**src/rtl/game_state_if.sv**
```systemverilog
// Frame-level handshake bundle between the game-flow controller and
// the VGA timing, input and pixel stages.
interface game_state_if;
   logic       frame_tick;
   logic       btn_start;
   logic       ball_lost;
   logic       bricks_clear;
   logic       init;
   logic       serve;
   logic       play;
   logic       dead;
   logic       win;
   logic [1:0] lives;

   modport master (
      output frame_tick, btn_start, ball_lost, bricks_clear,
      input  init, serve, play, dead, win, lives
   );

   modport slave (
      input  frame_tick, btn_start, ball_lost, bricks_clear,
      output init, serve, play, dead, win, lives
   );
endinterface

```
**src/rtl/game_state.sv**
```systemverilog
// Arkanoid game-flow controller: INIT/SERVE/PLAY/DEAD/WIN sequencing and
// life counting, with all mode changes applied only on the frame tick.
module game_state #(
   parameter int LIVES        = 3,
   parameter int SERVE_FRAMES = 60,
   parameter int HOLD_FRAMES  = 180
) (
   input  logic         clk,
   input  logic         rst,
   game_state_if.slave  bus
);
   typedef enum logic [2:0] {
      S_INIT,
      S_SERVE,
      S_PLAY,
      S_DEAD,
      S_WIN
   } state_t;

   localparam logic [1:0] LIVES_INIT = 2'(LIVES);
   localparam logic [7:0] SERVE_LAST = 8'(SERVE_FRAMES - 1);
   localparam logic [7:0] HOLD_LAST  = 8'(HOLD_FRAMES - 1);

   state_t     r_state;
   logic [1:0] r_lives;
   logic [7:0] r_fcnt;
   logic       r_btn_q;
   logic       r_start_l;
   logic       r_lost_l;
   logic       r_clear_l;
   logic       r_init;
   logic       r_serve;
   logic       r_play;
   logic       r_dead;
   logic       r_win;

   state_t     w_next;
   logic [1:0] w_lives_next;
   logic       w_press;
   logic       w_start;
   logic       w_lost;
   logic       w_clear;

   // Events landing in the tick cycle itself still count for that tick.
   assign w_press = bus.btn_start & ~r_btn_q;
   assign w_start = r_start_l | w_press;
   assign w_lost  = r_lost_l | bus.ball_lost;
   assign w_clear = r_clear_l | bus.bricks_clear;

   always_comb begin
      w_next       = r_state;
      w_lives_next = r_lives;
      unique case (r_state)
         S_INIT: begin
            if (w_start) begin
               w_next       = S_SERVE;
               w_lives_next = LIVES_INIT;
            end
         end
         S_SERVE: begin
            if (w_start || r_fcnt == SERVE_LAST) begin
               w_next = S_PLAY;
            end
         end
         S_PLAY: begin
            if (w_clear) begin
               w_next = S_WIN;
            end else if (w_lost) begin
               if (r_lives <= 2'd1) begin
                  w_next       = S_DEAD;
                  w_lives_next = 2'd0;
               end else begin
                  w_next       = S_SERVE;
                  w_lives_next = r_lives - 2'd1;
               end
            end
         end
         S_DEAD, S_WIN: begin
            if (r_fcnt == HOLD_LAST) begin
               w_next = S_INIT;
            end
         end
         default: begin
            w_next = S_INIT;
         end
      endcase
   end

   always_ff @(posedge clk) begin
      if (rst) begin
         r_state   <= S_INIT;
         r_lives   <= LIVES_INIT;
         r_fcnt    <= 8'd0;
         r_btn_q   <= 1'b1;
         r_start_l <= 1'b0;
         r_lost_l  <= 1'b0;
         r_clear_l <= 1'b0;
         r_init    <= 1'b1;
         r_serve   <= 1'b0;
         r_play    <= 1'b0;
         r_dead    <= 1'b0;
         r_win     <= 1'b0;
      end else begin
         r_btn_q <= bus.btn_start;
         if (bus.frame_tick) begin
            // Unconsumed events are dropped at the frame boundary.
            r_start_l <= 1'b0;
            r_lost_l  <= 1'b0;
            r_clear_l <= 1'b0;
            r_state   <= w_next;
            r_lives   <= w_lives_next;
            r_fcnt    <= (w_next != r_state) ? 8'd0 : r_fcnt + 8'd1;
            r_init    <= (w_next == S_INIT);
            r_serve   <= (w_next == S_SERVE);
            r_play    <= (w_next == S_PLAY);
            r_dead    <= (w_next == S_DEAD);
            r_win     <= (w_next == S_WIN);
         end else begin
            r_start_l <= w_start;
            r_lost_l  <= w_lost;
            r_clear_l <= w_clear;
         end
      end
   end

   assign bus.init  = r_init;
   assign bus.serve = r_serve;
   assign bus.play  = r_play;
   assign bus.dead  = r_dead;
   assign bus.win   = r_win;
   assign bus.lives = r_lives;
endmodule

```
**src/flat_wrapper.sv**
```systemverilog
// flat-port wrapper written by rule: the top's interface ports become plain ports
module game_state_flat 
#(
   parameter int LIVES        = 3,
   parameter int SERVE_FRAMES = 60,
   parameter int HOLD_FRAMES  = 180
)
  (clk, rst, bus_frame_tick, bus_btn_start, bus_ball_lost, bus_bricks_clear, bus_init, bus_serve, bus_play, bus_dead, bus_win, bus_lives);
  game_state_if bus_i ();
  input  logic clk;
  input  logic rst;
  input wire logic [$bits(bus_i.frame_tick)-1:0] bus_frame_tick;
  input wire logic [$bits(bus_i.btn_start)-1:0] bus_btn_start;
  input wire logic [$bits(bus_i.ball_lost)-1:0] bus_ball_lost;
  input wire logic [$bits(bus_i.bricks_clear)-1:0] bus_bricks_clear;
  output wire logic [$bits(bus_i.init)-1:0] bus_init;
  output wire logic [$bits(bus_i.serve)-1:0] bus_serve;
  output wire logic [$bits(bus_i.play)-1:0] bus_play;
  output wire logic [$bits(bus_i.dead)-1:0] bus_dead;
  output wire logic [$bits(bus_i.win)-1:0] bus_win;
  output wire logic [$bits(bus_i.lives)-1:0] bus_lives;
  assign bus_i.frame_tick = bus_frame_tick;
  assign bus_i.btn_start = bus_btn_start;
  assign bus_i.ball_lost = bus_ball_lost;
  assign bus_i.bricks_clear = bus_bricks_clear;
  assign bus_init = bus_i.init;
  assign bus_serve = bus_i.serve;
  assign bus_play = bus_i.play;
  assign bus_dead = bus_i.dead;
  assign bus_win = bus_i.win;
  assign bus_lives = bus_i.lives;
  game_state #(.LIVES(LIVES), .SERVE_FRAMES(SERVE_FRAMES), .HOLD_FRAMES(HOLD_FRAMES)) u_core (.clk(clk), .rst(rst), .bus(bus_i));
endmodule
```
**config.mk**
```make
export PLATFORM = sky130hd
export DESIGN_NAME = game_state_flat
export DESIGN_NICKNAME = d
export VERILOG_FILES = /design/src/rtl/game_state_if.sv /design/src/rtl/game_state.sv /design/src/flat_wrapper.sv
export SDC_FILE = /design/constraint.sdc
export NUM_CORES = 1
export LEC_CHECK = 0
export CAP_MARGIN = 20
export CORE_ASPECT_RATIO = 0.75
export CORE_UTILIZATION = 48
export DETAILED_ROUTE_END_ITERATION = 16
export GPL_ROUTABILITY_DRIVEN = 0
export PLACE_DENSITY = 0.73
export SETUP_SLACK_MARGIN = 0.05
export SLEW_MARGIN = 20
export SYNTH_ARGS = -nofsm -noshare
export SYNTH_HDL_FRONTEND = slang
export SYNTH_SLANG_ARGS = --single-unit
```
**constraint.sdc**
```tcl
create_clock -name clk -period 1.7 [get_ports clk]
set_input_delay 0.34 -clock clk [delete_from_list [all_inputs] [get_ports clk]]
set_output_delay 0.34 -clock clk [all_outputs]
set_load 0.005 [all_outputs]
```
* Word-level counts from Yosys, hierarchy flattened
Cells that the tools add are included.
** Storage, ports and cells
- Bits of input ports :: 6
- RAM bits :: 0
- Bits in registers :: 22
- Memories :: 0
- Latch bits :: 0
- Bits in read-only memories :: 0
** Cells by class
- Divide/modulo/power cells :: 0
- Shift operators :: 0
- Bitwise operators :: 5
- Reductions and logical operators :: 7
- Add/subtract/negate cells :: 2
- Multiplexer cells :: 13
- Equality and inequality tests :: 14
- $lt $le $gt $ge :: 1
- Multipliers :: 0
** Operator list (count)
- 3-bit two-way mux :: 5
- 3-bit by 2-bit == test with 1-bit output, second input constant :: 4
- 3-bit one-hot mux with 4 select lines :: 1
- 2-bit two-way mux :: 5
- 8-bit by 1-bit adder with 8-bit output, second input constant :: 1
- 8-bit by 6-bit == test with 1-bit output, second input constant :: 1
- 8-bit == test, second input constant :: 1
- 8-bit two-way mux :: 1
- 3-bit by 1-bit == test with 1-bit output, second input constant :: 2
- 3-bit == test, second input constant :: 2
- 3-bit logical NOT :: 2
- 5-bit AND reduction :: 1
- 2-bit by 1-bit inequality test with 1-bit output, second input constant :: 2
- 2-bit one-hot mux with 2 select lines :: 1
- 2-bit OR reduction :: 2
- 3-bit inequality test :: 1
- 1-bit OR :: 3
- 2-bit by 1-bit <= comparator with 1-bit output, second input constant :: 1
- 2-bit inequality test, second input constant :: 1
- 2-bit nonzero test :: 1
- 2-bit by 1-bit subtractor with 2-bit output, second input constant :: 1
- 1-bit AND :: 1
- 1-bit logical OR :: 1
- 1-bit inverter :: 1

* Longest topological paths before layout
- Depth after elaboration :: 8
- Depth in mapped cells :: 8

* Worst setup path before layout
OpenSTA, ideal clock, no wires.
- Path kind :: reg2reg
- Start :: register u_core.r_fcnt[0]
- End :: register u_core.r_serve (netlist: u_core.bus.serve)
- Cell stages (with the launch flop) :: 8
- Buffers on the path :: 0
- Library setup time :: 0.070 ns
- Setup slack :: -0.136 ns
- Clock period less this slack :: 1.836 ns
- Arrival :: 1.766 ns
- Data required time :: 1.630 ns
- Cell sequence :: dfxtp_1 ha_1 and4b_4 nand2_2 a22oi_2 o21bai_2 or4_1 a21oi_1
** On the way
- Longest elaborated chain between the ends :: 5
- Elaborated cells on any way between the ends :: 7
- Those cells by class :: 3 x eq/ne; 3 x mux; 1 x reduce/logical
** Ends and longest elaborated chain
- start: declaration :: RTL line game_state.sv:26 : logic [7:0] r_fcnt;
- start signal: assignment :: RTL line game_state.sv:112 : r_fcnt <= (w_next != r_state) ? 8'd0 : r_fcnt + 8'd1;
- 8-bit by 6-bit == test with 1-bit output :: RTL line game_state.sv:61 : if (w_start || r_fcnt == SERVE_LAST) begin
- 1-bit logical OR :: RTL line game_state.sv:61
- 3-bit two-way mux :: RTL line game_state.sv:61
- 3-bit one-hot mux with 4 select lines * :: RTL line game_state.sv:53 : unique case (r_state)
- 3-bit by 1-bit == test with 1-bit output * :: RTL line game_state.sv:114 : r_serve <= (w_next == S_SERVE);
- end signal: assignment :: RTL line game_state.sv:114
- end: declaration :: RTL line game_state.sv:32 : logic r_serve;
Mark *: on every way between the ends. The rest lies on a longest branch, timed or not.
A chain may end at the register's enable or synchronous reset.

* Final worst setup path
Ends and elaborated chain as after synthesis.

==> reports/results.ini <==
[status]
outcome=finished with violations
violations=design-rule violations, negative setup slack

[pwr]
total_power_uw=1180
vdd_drop_max_mv=0.709
power.leakage_uw=0.000558
pwr_density_cell_nw_per_um2=774

[clock_tree]
clk_path_buf_depth=2
cts_max_level=1
cts.sink_count=22
cts_tree=done
numCtsBuffers=3
insertion_delay_ns=0.32
path_clk_slew_ns=0.13
cts-root-buf=clkbuf_4

[floorplan]
num_io_pins=13
dieArea_um2=2460
std_cell_rows=14
die_y_um=43.2
core_um2=2070
start_util=0.526
die_w_um=57.0

[setup_path]
arrival_ns=2.16
reg2reg_depth=7
path_buf_inv=0
cp.required_ns=1.97
cpPeakStageDelay_ns=0.51
crit_type=flop to flop
r2r_start=u_core.r_fcnt[0]
critPathLaunchType=flop
crit-reg2reg-capture=u_core.bus.serve
crit_fanout=3
reg2reg_slack_ns=-0.19
crit_slowest_cell=or4_1
path_cells=ha_4, and4b_4, a211oi_2, a31oi_1, nor2b_2, or4_1, a21oi_2
end_kind=flop
path_delay_family=simple AND/OR/NAND/NOR gates

[hold_path]
holdCritStartpoint=u_core.bus.play
hp-class=flop to flop
min_to=u_core.bus.play
holdPathStages=2

[placed_design]
dp_hpwl_mm=1.92
portBuffers=12
place_inst=188
dp_slack_ns=-0.463

[final_layout]
largest_reg_flops=8
synthToLayoutAreaGrowth_pct=40.6
fin_cells=194
drive_above_1_share=0.312
top_register=u_core.r_fcnt
fin_nets=178
antenna-diode-count=0

[routing]
vias=1113
drt_wl_total_mm=2.71
final_antenna_net_count=0
route.detailed.drc=3
via_per_inst=5.74
drt_iter0_drc=47
wire_per_inst_um=14.0
dr.pass1.iters=10

[job]
max_cap_violations=0

[sta]
whs_ns=0.474
hold_viol=0
setup_viol=14
rsz0062_at_grt=true
max_freq_mhz=530
fin_crit_sh=1.11
slew_viol_final=0
tightest_slew_ns=0.395
max-slew-margin-rel=0.734
setup_ws_ns=-0.186
fin_setup_tns_ns=-1.96
clock_skew_ns=0.00684
period_minus_slack_ns=1.89

[logic_synthesis]
yosysUniqueCellTypes=37
synth_area_per_cell_um2=8.18
synth_nets=140
synth-seq-cells=22
synth_cells=133
synth_area_um2=1090
yosysWarnings=0
ys_seq_area_frac=0.405

[global_routing]
antenna_found_initial=0
grt_pass1_wl_mm=4.40
grt_start_max_net_pins=23
grt-ovfl-total=0
grt_pass1_vias=1032
gr-usage-all-layers=0.236

[power breakdown]
| group | switching, uW | internal, uW | leakage [uW] | total [uW] |
|---|---|---|---|---|
| clock network | 175 | 239 | 0.0000279 | 413 |
| logic | 102 | 114 | 0.000349 | 216 |
| registers | 19.2 | 535 | 0.000181 | 554 |
[repair_timing]
action | CTS | global route
buffers inserted | 0 | 2
pin swaps | 0 | 4
setup endpoints to repair | 14 | 16
resized for setup | 0 | 9
hold buffers | 0 | 0
[cells in the mapped netlist]
cell | instances | area share
a2111oi_2 | 1 | 0.014
a211oi_1 | 1 | 0.0069
a211oi_2 | 1 | 0.012
a21boi_0 | 1 | 0.0069
a21boi_1 | 1 | 0.0069
a21oi_1 | 7 | 0.032
a221o_1 | 2 | 0.018
a221oi_1 | 1 | 0.0081
a22oi_2 | 1 | 0.012
a31oi_1 | 6 | 0.035
and2_1 | 1 | 0.0058
and4b_4 | 1 | 0.013
buf_4 | 1 | 0.0069
clkbuf_1 | 5 | 0.017
dfxtp_1 | 22 | 0.41
ha_1 | 1 | 0.012
inv_1 | 2 | 0.0069
inv_2 | 1 | 0.0034
nand2_1 | 20 | 0.069
nand2_2 | 1 | 0.0058
nand2b_1 | 2 | 0.012
nand3_1 | 8 | 0.037
nand3b_1 | 5 | 0.035
nand4_1 | 1 | 0.0058
nand4b_1 | 1 | 0.0081
nor2_1 | 12 | 0.041
nor2b_1 | 3 | 0.017
nor3_1 | 11 | 0.051
nor3b_4 | 1 | 0.017
nor4_2 | 1 | 0.012
o211ai_1 | 1 | 0.0069
o21ai_0 | 1 | 0.0046
o21ai_1 | 3 | 0.014
o21bai_2 | 1 | 0.010
or2_2 | 2 | 0.012
or4_1 | 1 | 0.0069
xor2_1 | 2 | 0.016
[cell usage in the layout (no fill, tap or decap), types with 2 or more instances in the layout]
cell type,netlist,layout
dfxtp_2,0,3
nand3b_1,5,5
clkdlybuf4s50_1,0,12
or2_2,2,2
nor2b_1,3,2
nor2_1,12,12
xor2_1,2,2
nand2_1,20,18
a31oi_1,6,6
nand3_1,8,7
nand2_2,1,3
a21oi_1,7,6
buf_4,1,26
dfxtp_1,22,18
nand2b_1,2,2
o21ai_1,3,3
inv_1,2,2
nor3_1,11,10
a221o_1,2,2
clkbuf_4,0,3
[final cells by class]
cell class / instances / area [um^2]
Multi-Input combinational cell: 102 / 652
Fill cell: 157 / 538
Sequential cell: 22 / 448
Timing Repair Buffer: 39 / 335
Clock inverter: 1 / 30.0
Tap cell: 24 / 30.0
Clock buffer: 3 / 22.5
Inverter: 3 / 11.3
[worst max path at each step]
| stage | endpoint | from | cells after the start | slack, ns |
|---|---|---|---|---|
| after floorplan | u_core.r_fcnt[6] | u_core.r_fcnt[1] | 8 | -0.07 |
| after global placement | u_core.bus.serve | bus_bricks_clear | 7 | -0.45 |
| after detailed placement | u_core.bus.serve | bus_bricks_clear | 7 | -0.46 |
| after CTS | u_core.r_fcnt[5] | u_core.r_fcnt[0] | 8 | -0.18 |
| after global routing | u_core.r_fcnt[2] | u_core.r_fcnt[0] | 8 | -0.26 |
| final | u_core.bus.serve | u_core.r_fcnt[0] | 7 | -0.19 |
[stage by stage]
stage / instance area [um^2] / util
2_1_floorplan: 1110 / -
3_3_place_gp: 1430 / 0.692
3_5_place_dp: 1430 / 0.692
4_1_cts: 1480 / 0.718
5_1_grt: 1530 / 0.740
6_report: 1530 / 0.740
[logic make-up (layout without fill, tap and decap cells)]
logic type               Yosys count  count (layout)  share of synthesized area
adder cells (fa/ha/maj)            1               1                     0.0115
AND/OR/NAND/NOR                   71              71                      0.346
flip-flops                        22              22                      0.405
buffers and inverters              9              46                     0.0345
AO/OA/AOI/OAI                     28              28                      0.186
XOR/XNOR                           2               2                     0.0161
[per-layer routing]
metal	part of all wire	global-route usage	up-vias
li1	-	-	552
met1	0.47	0.292	528
met2	0.47	0.388	29
met3	0.052	0.0701	4
met4	0.0085	0.0878	0
met5	0	0	-
[tightest hold or removal path, cell delays in order (launching register included)]
cell and delay, ns:
dfxtp_1 0.34, nand2_1 0.06, a21oi_1 0.05
(Power assumes the default switching activity.)
